`src/rtl/mem_arb_pkg.sv`:
```
// -----------------------------------------------------------------------------
// mem_arb_pkg
// Shared definitions for the unified instruction/data memory arbiter:
// default memory geometry and the encodings of the read-return owner register.
// -----------------------------------------------------------------------------
package mem_arb_pkg;

    localparam int unsigned MEM_ADDR_W = 6;
    localparam int unsigned MEM_DATA_W = 32;

    typedef logic [1:0] owner_t;

    // Which requester the memory read data returning this cycle belongs to
    localparam owner_t OWN_IDLE = 2'd0;
    localparam owner_t OWN_IF   = 2'd1;
    localparam owner_t OWN_D    = 2'd2;

endpackage

```
`src/rtl/arb_starve_cnt.sv`:
```
// -----------------------------------------------------------------------------
// arb_starve_cnt
// Saturating counter of consecutive cycles in which fetch was denied.
// Ports:
//   clk    in   rising-edge clock
//   rst_n  in   asynchronous active-low reset (count -> 0)
//   i_inc  in   increment request (ignored once saturated)
//   i_clr  in   clear request (wins over i_inc)
//   o_sat  out  count has reached MAX
// -----------------------------------------------------------------------------
module arb_starve_cnt #(
    parameter int unsigned MAX = 3
) (
    input  logic clk,
    input  logic rst_n,
    input  logic i_inc,
    input  logic i_clr,
    output logic o_sat
);

    localparam int unsigned W = (MAX < 1) ? 1 : $clog2(MAX + 1);
    localparam logic [W-1:0] MAX_V = W'(MAX);

    logic [W-1:0] r_cnt;

    always_ff @(posedge clk or negedge rst_n) begin
        if (!rst_n) begin
            r_cnt <= '0;
        end else if (i_clr) begin
            r_cnt <= '0;
        end else if (i_inc && (r_cnt != MAX_V)) begin
            r_cnt <= r_cnt + 1'b1;
        end
    end

    assign o_sat = (r_cnt == MAX_V);

endmodule

```
`src/rtl/imem_dmem_port_arbiter.sv`:
```
// -----------------------------------------------------------------------------
// imem_dmem_port_arbiter
// Shares one single-port synchronous-read memory between instruction fetch
// and load/store. One grant per cycle; data has priority except when fetch
// has been denied STARVE_MAX cycles in a row. Read data returns one cycle
// after the grant and is steered to the granted requester.
// Ports:
//   clk, rst_n                 clock, asynchronous active-low reset
//   if_req/if_addr             fetch request and word address
//   if_gnt                     fetch granted this cycle (combinational)
//   if_rvalid/if_rdata         fetch return; data held until next return
//   d_req/d_we/d_addr/d_wdata  data request (d_we=1 store, 0 load)
//   d_gnt                      data granted this cycle (combinational)
//   d_rvalid/d_rdata           load return; data held until next return
//   mem_addr/mem_we/mem_wdata  memory command side
//   mem_rdata                  memory read data, valid cycle after mem_addr
//   stall                      a request was denied this cycle
// -----------------------------------------------------------------------------
module imem_dmem_port_arbiter
    import mem_arb_pkg::*;
#(
    parameter int unsigned ADDR_W     = MEM_ADDR_W,
    parameter int unsigned DATA_W     = MEM_DATA_W,
    parameter int unsigned STARVE_MAX = 3
) (
    input  logic              clk,
    input  logic              rst_n,
    input  logic              if_req,
    input  logic [ADDR_W-1:0] if_addr,
    output logic              if_gnt,
    output logic              if_rvalid,
    output logic [DATA_W-1:0] if_rdata,
    input  logic              d_req,
    input  logic              d_we,
    input  logic [ADDR_W-1:0] d_addr,
    input  logic [DATA_W-1:0] d_wdata,
    output logic              d_gnt,
    output logic              d_rvalid,
    output logic [DATA_W-1:0] d_rdata,
    output logic [ADDR_W-1:0] mem_addr,
    output logic              mem_we,
    output logic [DATA_W-1:0] mem_wdata,
    input  logic [DATA_W-1:0] mem_rdata,
    output logic              stall
);

    logic              w_sat;
    logic              w_force_if;
    owner_t            r_owner;
    owner_t            w_owner_nxt;
    logic [ADDR_W-1:0] r_mem_addr;
    logic [DATA_W-1:0] r_if_rdata;
    logic [DATA_W-1:0] r_d_rdata;

    arb_starve_cnt #(
        .MAX (STARVE_MAX)
    ) u_starve (
        .clk   (clk),
        .rst_n (rst_n),
        .i_inc (if_req & ~if_gnt),
        .i_clr (if_gnt | ~if_req),
        .o_sat (w_sat)
    );

    // Grant
    assign w_force_if = w_sat & if_req;
    assign d_gnt      = d_req & ~w_force_if;
    assign if_gnt     = if_req & ~d_gnt;
    assign stall      = (if_req & ~if_gnt) | (d_req & ~d_gnt);

    // Memory command mux; with no grant the last issued address is held
    always_comb begin
        mem_addr = r_mem_addr;
        if (d_gnt) begin
            mem_addr = d_addr;
        end else if (if_gnt) begin
            mem_addr = if_addr;
        end
    end

    // Write enable is gated by reset so no store lands while the core is held
    assign mem_we    = d_gnt & d_we & rst_n;
    assign mem_wdata = d_wdata;

    always_comb begin
        w_owner_nxt = OWN_IDLE;
        if (if_gnt) begin
            w_owner_nxt = OWN_IF;
        end else if (d_gnt && !d_we) begin
            w_owner_nxt = OWN_D;
        end
    end

    always_ff @(posedge clk or negedge rst_n) begin
        if (!rst_n) begin
            r_owner    <= OWN_IDLE;
            r_mem_addr <= '0;
            r_if_rdata <= '0;
            r_d_rdata  <= '0;
        end else begin
            r_owner    <= w_owner_nxt;
            r_mem_addr <= mem_addr;
            if (r_owner == OWN_IF) begin
                r_if_rdata <= mem_rdata;
            end
            if (r_owner == OWN_D) begin
                r_d_rdata <= mem_rdata;
            end
        end
    end

    // Return data passes straight through in the return cycle and is then
    // held by the capture register, so it is valid together with rvalid.
    assign if_rvalid = (r_owner == OWN_IF);
    assign d_rvalid  = (r_owner == OWN_D);
    assign if_rdata  = if_rvalid ? mem_rdata : r_if_rdata;
    assign d_rdata   = d_rvalid  ? mem_rdata : r_d_rdata;

endmodule

```
`config.mk`:
```
export PLATFORM = sky130hd
export DESIGN_NAME = imem_dmem_port_arbiter
export DESIGN_NICKNAME = d
export VERILOG_FILES = /design/src/rtl/mem_arb_pkg.sv /design/src/rtl/arb_starve_cnt.sv /design/src/rtl/imem_dmem_port_arbiter.sv
export SDC_FILE = /design/constraint.sdc
export NUM_CORES = 1
export LEC_CHECK = 0
export BUFFER_PORTS_ARGS = -buffer_cell sky130_fd_sc_hd__buf_2
export CAP_MARGIN = 30
export CORE_AREA = 2 2 106 82
export CTS_BUF_LIST = sky130_fd_sc_hd__clkbuf_8 sky130_fd_sc_hd__clkbuf_16
export DETAILED_ROUTE_END_ITERATION = 8
export DIE_AREA = 0 0 108 84
export PLACE_DENSITY = 0.89
export SYNTH_ARGS = -nofsm -noshare
export SYNTH_HDL_FRONTEND = slang
export SYNTH_SLANG_ARGS = --single-unit
```
`constraint.sdc`:
```
create_clock -name clk -period 1.6 [get_ports clk]
set_input_delay 0.16 -clock clk [delete_from_list [all_inputs] [get_ports clk]]
set_output_delay 0.16 -clock clk [all_outputs]
set_load 0.03 [all_outputs]
```
==> results of run 1 <==
==> kinds of logic after synthesis <==
family | after synthesis
AO/OA/AOI/OAI | 13
multiplexers | 64
buffers and inverters | 45
AND/OR/NAND/NOR | 16
flip-flops | 74
adder cells (fa/ha/maj) | 1
==> cell usage after synthesis (2+ instances only) <==
master	n
mux2_4	58
a211o_1	6
dfrtp_1	74
mux2_2	6
o221a_2	6
nor2b_1	8
inv_1	2
buf_4	34
buf_6	7
nand2b_1	2
buf_2	2
==> where the power goes <==
part	internal [µW]	leakage [µW]	switching (µW)
clock network	1020	0.000120	659
logic	931	0.00129	1140
registers	2180	0.000873	94.6
total	4130	0.00229	1900
==> what timing repair did <==
item                                    in CTS  in global routing
hold buffers                                 2                  0
hold endpoints to repair                    75                  0
endpoints found under the setup margin      72                 75
resized for setup                           90                  9
pin swaps                                    4                  1
buffers inserted                             2                  1
==> flip-flops by register name, indices dropped and copies added, names as in the netlist <==
name            flops
r_d_rdata          32
r_if_rdata         32
r_mem_addr          6
r_owner             2
u_starve.r_cnt      2
==> stage by stage <==
stage | setup WS [ns] | instance area, µm²
6_report | -0.231 | 4520
5_1_grt | -0.307 | 4520
4_1_cts | -0.275 | 4490
3_5_place_dp | 0.0364 | 3900
3_3_place_gp | 0.0860 | 3900
2_1_floorplan | 0.121 | 3380
==> worst max-delay path, stage by stage (launching register included) <==
cell and delay (ns):
dfrtp_1 0.39, ha_2 0.20, nand2b_4 0.18, buf_6 0.15, o221a_4 0.28, buf_6 0.14
==> layout make-up <==
class / count / area [µm²]
sequential: 74 / 1850
tap: 108 / 135
inverter: 2 / 10.0
timing repair buffer: 136 / 1010
fill: 664 / 3650
multi-input combinational: 94 / 1280
clock inverter: 6 / 108
clock buffer: 9 / 124
==> worst max path at each step <==
stage                                 start     endpoint  slack, ns  cells past startpoint
after floorplan           u_starve.r_cnt[0]       mem_we       0.12                      3
after global placement    u_starve.r_cnt[0]  mem_addr[4]       0.09                      5
after detailed placement  u_starve.r_cnt[0]  mem_addr[5]       0.04                      5
after CTS                        r_owner[1]  if_rdata[0]      -0.27                      4
after global routing             r_owner[1]   d_rdata[0]      -0.31                      4
final                     u_starve.r_cnt[0]  mem_addr[5]      -0.23                      5
==> layer usage <==
metal  wire length (µm)  vias to the layer above
met5                  0                        -
met4                180                        0
met3                621                       24
met2               3450                      100
met1               2890                      959
li1                   -                      913
==> impl_metrics.tcl, run 1 <==
set metrics [dict create \
    synth_top_flop_cell "dfrtp_1" \
    synth-simple-area-share_pct 2.85 \
    grt_pass1_wl_um 11200 \
    synth_nets 295 \
    gp_congestion 0.783 \
    grt_pass1_vias 2233 \
    row_count 29 \
    synth-xor-area-share_pct 0 \
    dpl.cell_count 409 \
    mostFrequentLayoutCell "buf_2" \
    max_freq_ghz 0.546 \
    netlist_instances 213 \
    syn2layout_area_growth_pct 33.6 \
    min_to "r_d_rdata[26]" \
    period_needed_ns 1.83 \
    nets 399 \
    vias 1996 \
    dpl.hpwl_um 4870 \
    avgSynthCellArea_um2 15.9 \
    async_flop_share_pct 100 \
    initial_core_util_pct 41.4 \
    grt_usage_pct 16.1 \
    critPathRequiredTime_ns 1.44 \
    yosysWarnings 0 \
    clk_pin_slew_ns 0.07 \
    wl_um 7140 \
    ys_seq_area_share_pct 54.8 \
    dieArea_um2 9070 \
    cts_tree "yes" \
    finalHoldViolCount 0 \
    power.density_nw_per_um2 1330 \
    ys_ff_latch 74 \
    use_met3_pct 6.64 \
    fin_worst_hold_slack_ns 0.0750 \
    drive_gt1_share_pct 70.4 \
    htree_levels 3 \
    rsz0062_at_grt "true" \
    die_h_um 84 \
    clk_latency_ns 0.34 \
    port_buffers 124 \
    dr.pass1.iters 4 \
    layout_common_cells "buf_2, dfrtp_1, mux2_4" \
    clockBufferDepth 2 \
    wl_per_cell_um 16.6 \
    grt_max_degree 75 \
    synthAdderAreaFrac_pct 0.370 \
    grt_overflow_total 0 \
    drt_first_iter_violations 34 \
    synth.mux.area_fraction_pct 27.7 \
    crit_arrival_ns 1.67 \
    ios 189 \
    fp.dieW_um 108 \
    drv_cap 0 \
    drcViolationCount 0 \
    reg2regPathDepth 4 \
    routed_via_density 4.65 \
    fin_tns_setup_ns -13.05 \
    finalNonFillerCells 429 \
    root_buffer "clkbuf_8" \
    fin_skew_ns 0.00615 \
    antenna_found_initial 0 \
    slew_viol_final 0 \
    antennaDiodeCount 0 \
    violations "negative setup slack" \
    synth.largest_area_cell "dfrtp_1" \
    fin_ws_ns -0.231 \
    setup_viol 71 \
    cts_buffers 9 \
    fp.coreArea_um2 8160 \
    grtUsageMet2_pct 24.4 \
    synth_top_family_by_area "multiplexers" \
    top_usage_layer "met2" \
    finish.utilization_pct 55.3 \
    critPathMaxFanout 4 \
    end_kind "primary output" \
    min_path_cells 2 \
    antenna_left 0 \
    synth_area_um2 3380 \
    synth_cell_types 19 \
    synth_edf_count 0 \
    startpoint_type "flop" \
    status "finished with violations" \
    cts.sinks 74 \
    r2r_setup_slack_ns 0.29 \
    hold_path.class "primary input to flop" \
    slew_headroom_pct 74.5 \
    gr-usage-met1_pct 20.2 \
    period_share_pct 114 \
    path_class "flop to primary output" \
    yosys-top-cells-area "dfrtp_1, mux2_4, buf_4" \
    worst_pin_slew_ns 0.382 \
    hold_start "mem_rdata[26]" \
    synth-compound-area-share_pct 3.88 \
    p_total_uw 6030 \
    reg2reg_to "r_mem_addr[5]" \
    synth_top_area_share_pct 54.8 \
    peakVddDrop_mv 0.590 \
    p_leak_uw 0.00229 \
    crit-reg2reg-launch "u_starve.r_cnt[0]" \
]
No activity file was read; power rests on OpenSTA's default activity.
==> inputs of run 2 (changes only) <==
SETUP_SLACK_MARGIN = 0.2   (was default)
==> run 2 against run 1 <==
The run still ends with negative setup slack left. Via count rose by 5.2%. Count of clock-buffer cells in the layout up 3. Total power rose by 1.3%. Clock power shrank 12%. Utilization rose by 3.2 points. Global-route usage up 1.3 points. Combinational power grew 14%. Highest routed layer unchanged. Sequential cell count unchanged. Final area rose by 5.8%.
==> impl_metrics.tcl, run 2 (synthesized netlist as in run 1, its figures left out) <==
set metrics [dict create \
    top_layer "met4" \
    violations "negative setup slack" \
    period_share_pct 113 \
    path_cells "nor2b_4 > buf_12 > mux2_4 > buf_6" \
    drt_first_iter_violations 52 \
    dpl.cell_count 410 \
    critPathRequiredTime_ns 1.44 \
    grt_usage_pct 17.4 \
    wl_um 7870 \
    finalNonFillerCells 434 \
    syn2layout_area_growth_pct 41.4 \
    fin_skew_ns 0.00636 \
    p_leak_uw 0.00240 \
    fp.dieW_um 108 \
    worst_path_max_delay_cell "dfrtp_2" \
    wl_met1_um 3330 \
    regArea_um2 1850 \
    hold_path.class "primary input to flop" \
    routed_via_density 4.84 \
    critPathTopFamily "flip-flops" \
    dpl_cell_area_um2 3940 \
    clk_pin_slew_ns 0.08 \
    crit_arrival_ns 1.65 \
    max_freq_ghz 0.552 \
    ios 189 \
    slowest_delay_ns 0.44 \
    cp.buffers_inverters 2 \
    clk_latency_ns 0.34 \
    cts_tree "yes" \
    mostFrequentLayoutCell "dfrtp_1" \
    htree_levels 3 \
    drcViolationCount 0 \
    nets 404 \
    rsz0062_at_grt "true" \
    end_kind "primary output" \
    setup_viol 71 \
    reg.largest.list "r_d_rdata (32), r_if_rdata (32), r_mem_addr (6)" \
    cts_buffers 9 \
    root_buffer "clkbuf_8" \
    dieArea_um2 9070 \
    period_needed_ns 1.81 \
    critPathMaxFanout 17 \
    finalHoldViolCount 0 \
    worst_pin_slew_ns 0.417 \
    multi_input_area_um2 1310 \
    antenna_left 0 \
    wl_met3_um 552 \
    wl_per_cell_um 18.1 \
    dpl.hpwl_um 5060 \
    row_count 29 \
    layout_common_cells "dfrtp_1, buf_6, mux2_4" \
    gp_congestion 0.726 \
    vias 2100 \
    fin_ws_ns -0.210 \
    slew_headroom_pct 72.2 \
    drive_gt1_share_pct 71.5 \
    n_fill_cell 627 \
    fp.coreArea_um2 8160 \
    peakVddDrop_mv 0.917 \
    p_total_uw 6110 \
    slew_viol_final 0 \
    grt_overflow_total 0 \
    status "finished with violations" \
    power.density_nw_per_um2 1280 \
    r2r_setup_slack_ns 0.25 \
    grt_pass1_vias 2241 \
    startpoint_type "flop" \
    grt_pass1_wl_um 12100 \
    antennaDiodeCount 0 \
    port_buffers 124 \
    wl_met2_um 3850 \
    clockBufferDepth 2 \
    dr.pass1.iters 4 \
    grt_max_degree 75 \
    post-route-cell-area_um2 4780 \
    cts.sinks 74 \
    drv_cap 0 \
    initial_core_util_pct 41.4 \
    die_h_um 84 \
    path_class "flop to primary output" \
    antenna_found_initial 0 \
]
==> run 2: path summary, 6_finish.rpt <==
kind,from,end,cells past startpoint
max,r_owner[1],if_rdata[28],4
min,mem_rdata[14],r_if_rdata[14],2
max reg2reg,r_owner[1],r_d_rdata[9],4
min reg2reg,u_starve.r_cnt[0],u_starve.r_cnt[0],1
max in group asynchronous,rst_n,r_if_rdata[2],3
min in group asynchronous,rst_n,r_d_rdata[30],3
==> run 2: repair_timing <==
action,CTS,global route
endpoints found under the hold margin,75,0
pin swaps,4,1
buffers inserted,2,4
gates cloned,0,1
endpoints found under the setup margin,75,75
resized for setup,140,26
hold buffers,2,0
==> run 2: worst register-to-register path, cell delays in order (launching register included) <==
cell and delay [ns]:
dfrtp_2 0.44, nand2b_4 0.16, clkbuf_16 0.20, mux2_4 0.32, buf_4 0.14
==> run 2: area by class of cell <==
class                      instances  area share (%)
clock buffer                      12            3.45
clock inverter                     3           0.811
inverter                           2           0.262
multi-input combinational         94            27.3
sequential                        74            38.7
tap                              108            2.83
timing repair buffer             141            26.6
==> run 2: report_power, final <==
part	switching, µW	leakage (µW)	total, µW	internal, µW
Sequential	100	0.000872	2280	2180
Clock	647	0.000110	1480	832
Combinational	1220	0.00142	2350	1130
Total	1960	0.00240	6110	4140
==> run 2: metrics by stage <==
stage | utilization (%) | worst slack, ns | setup TNS, ns | hold WS, ns
global placement | 48.3 | 0.0855 | 0 | 0.243
CTS | 57.2 | -0.262 | -14.55 | 0.0420
finish | 58.6 | -0.210 | -12.05 | 0.0829
detailed placement | 48.3 | 0.0388 | 0 | 0.255
global route | 58.6 | -0.287 | -16.85 | 0.0608
floorplan | - | 0.165 | 0 | -0.136
==> run 2: metal layers <==
layer  vias up  GRT usage (%)
li1        928              -
met1      1056           22.0
met2        96           27.4
met3        20           6.25
met4         0           6.18
met5         -              0
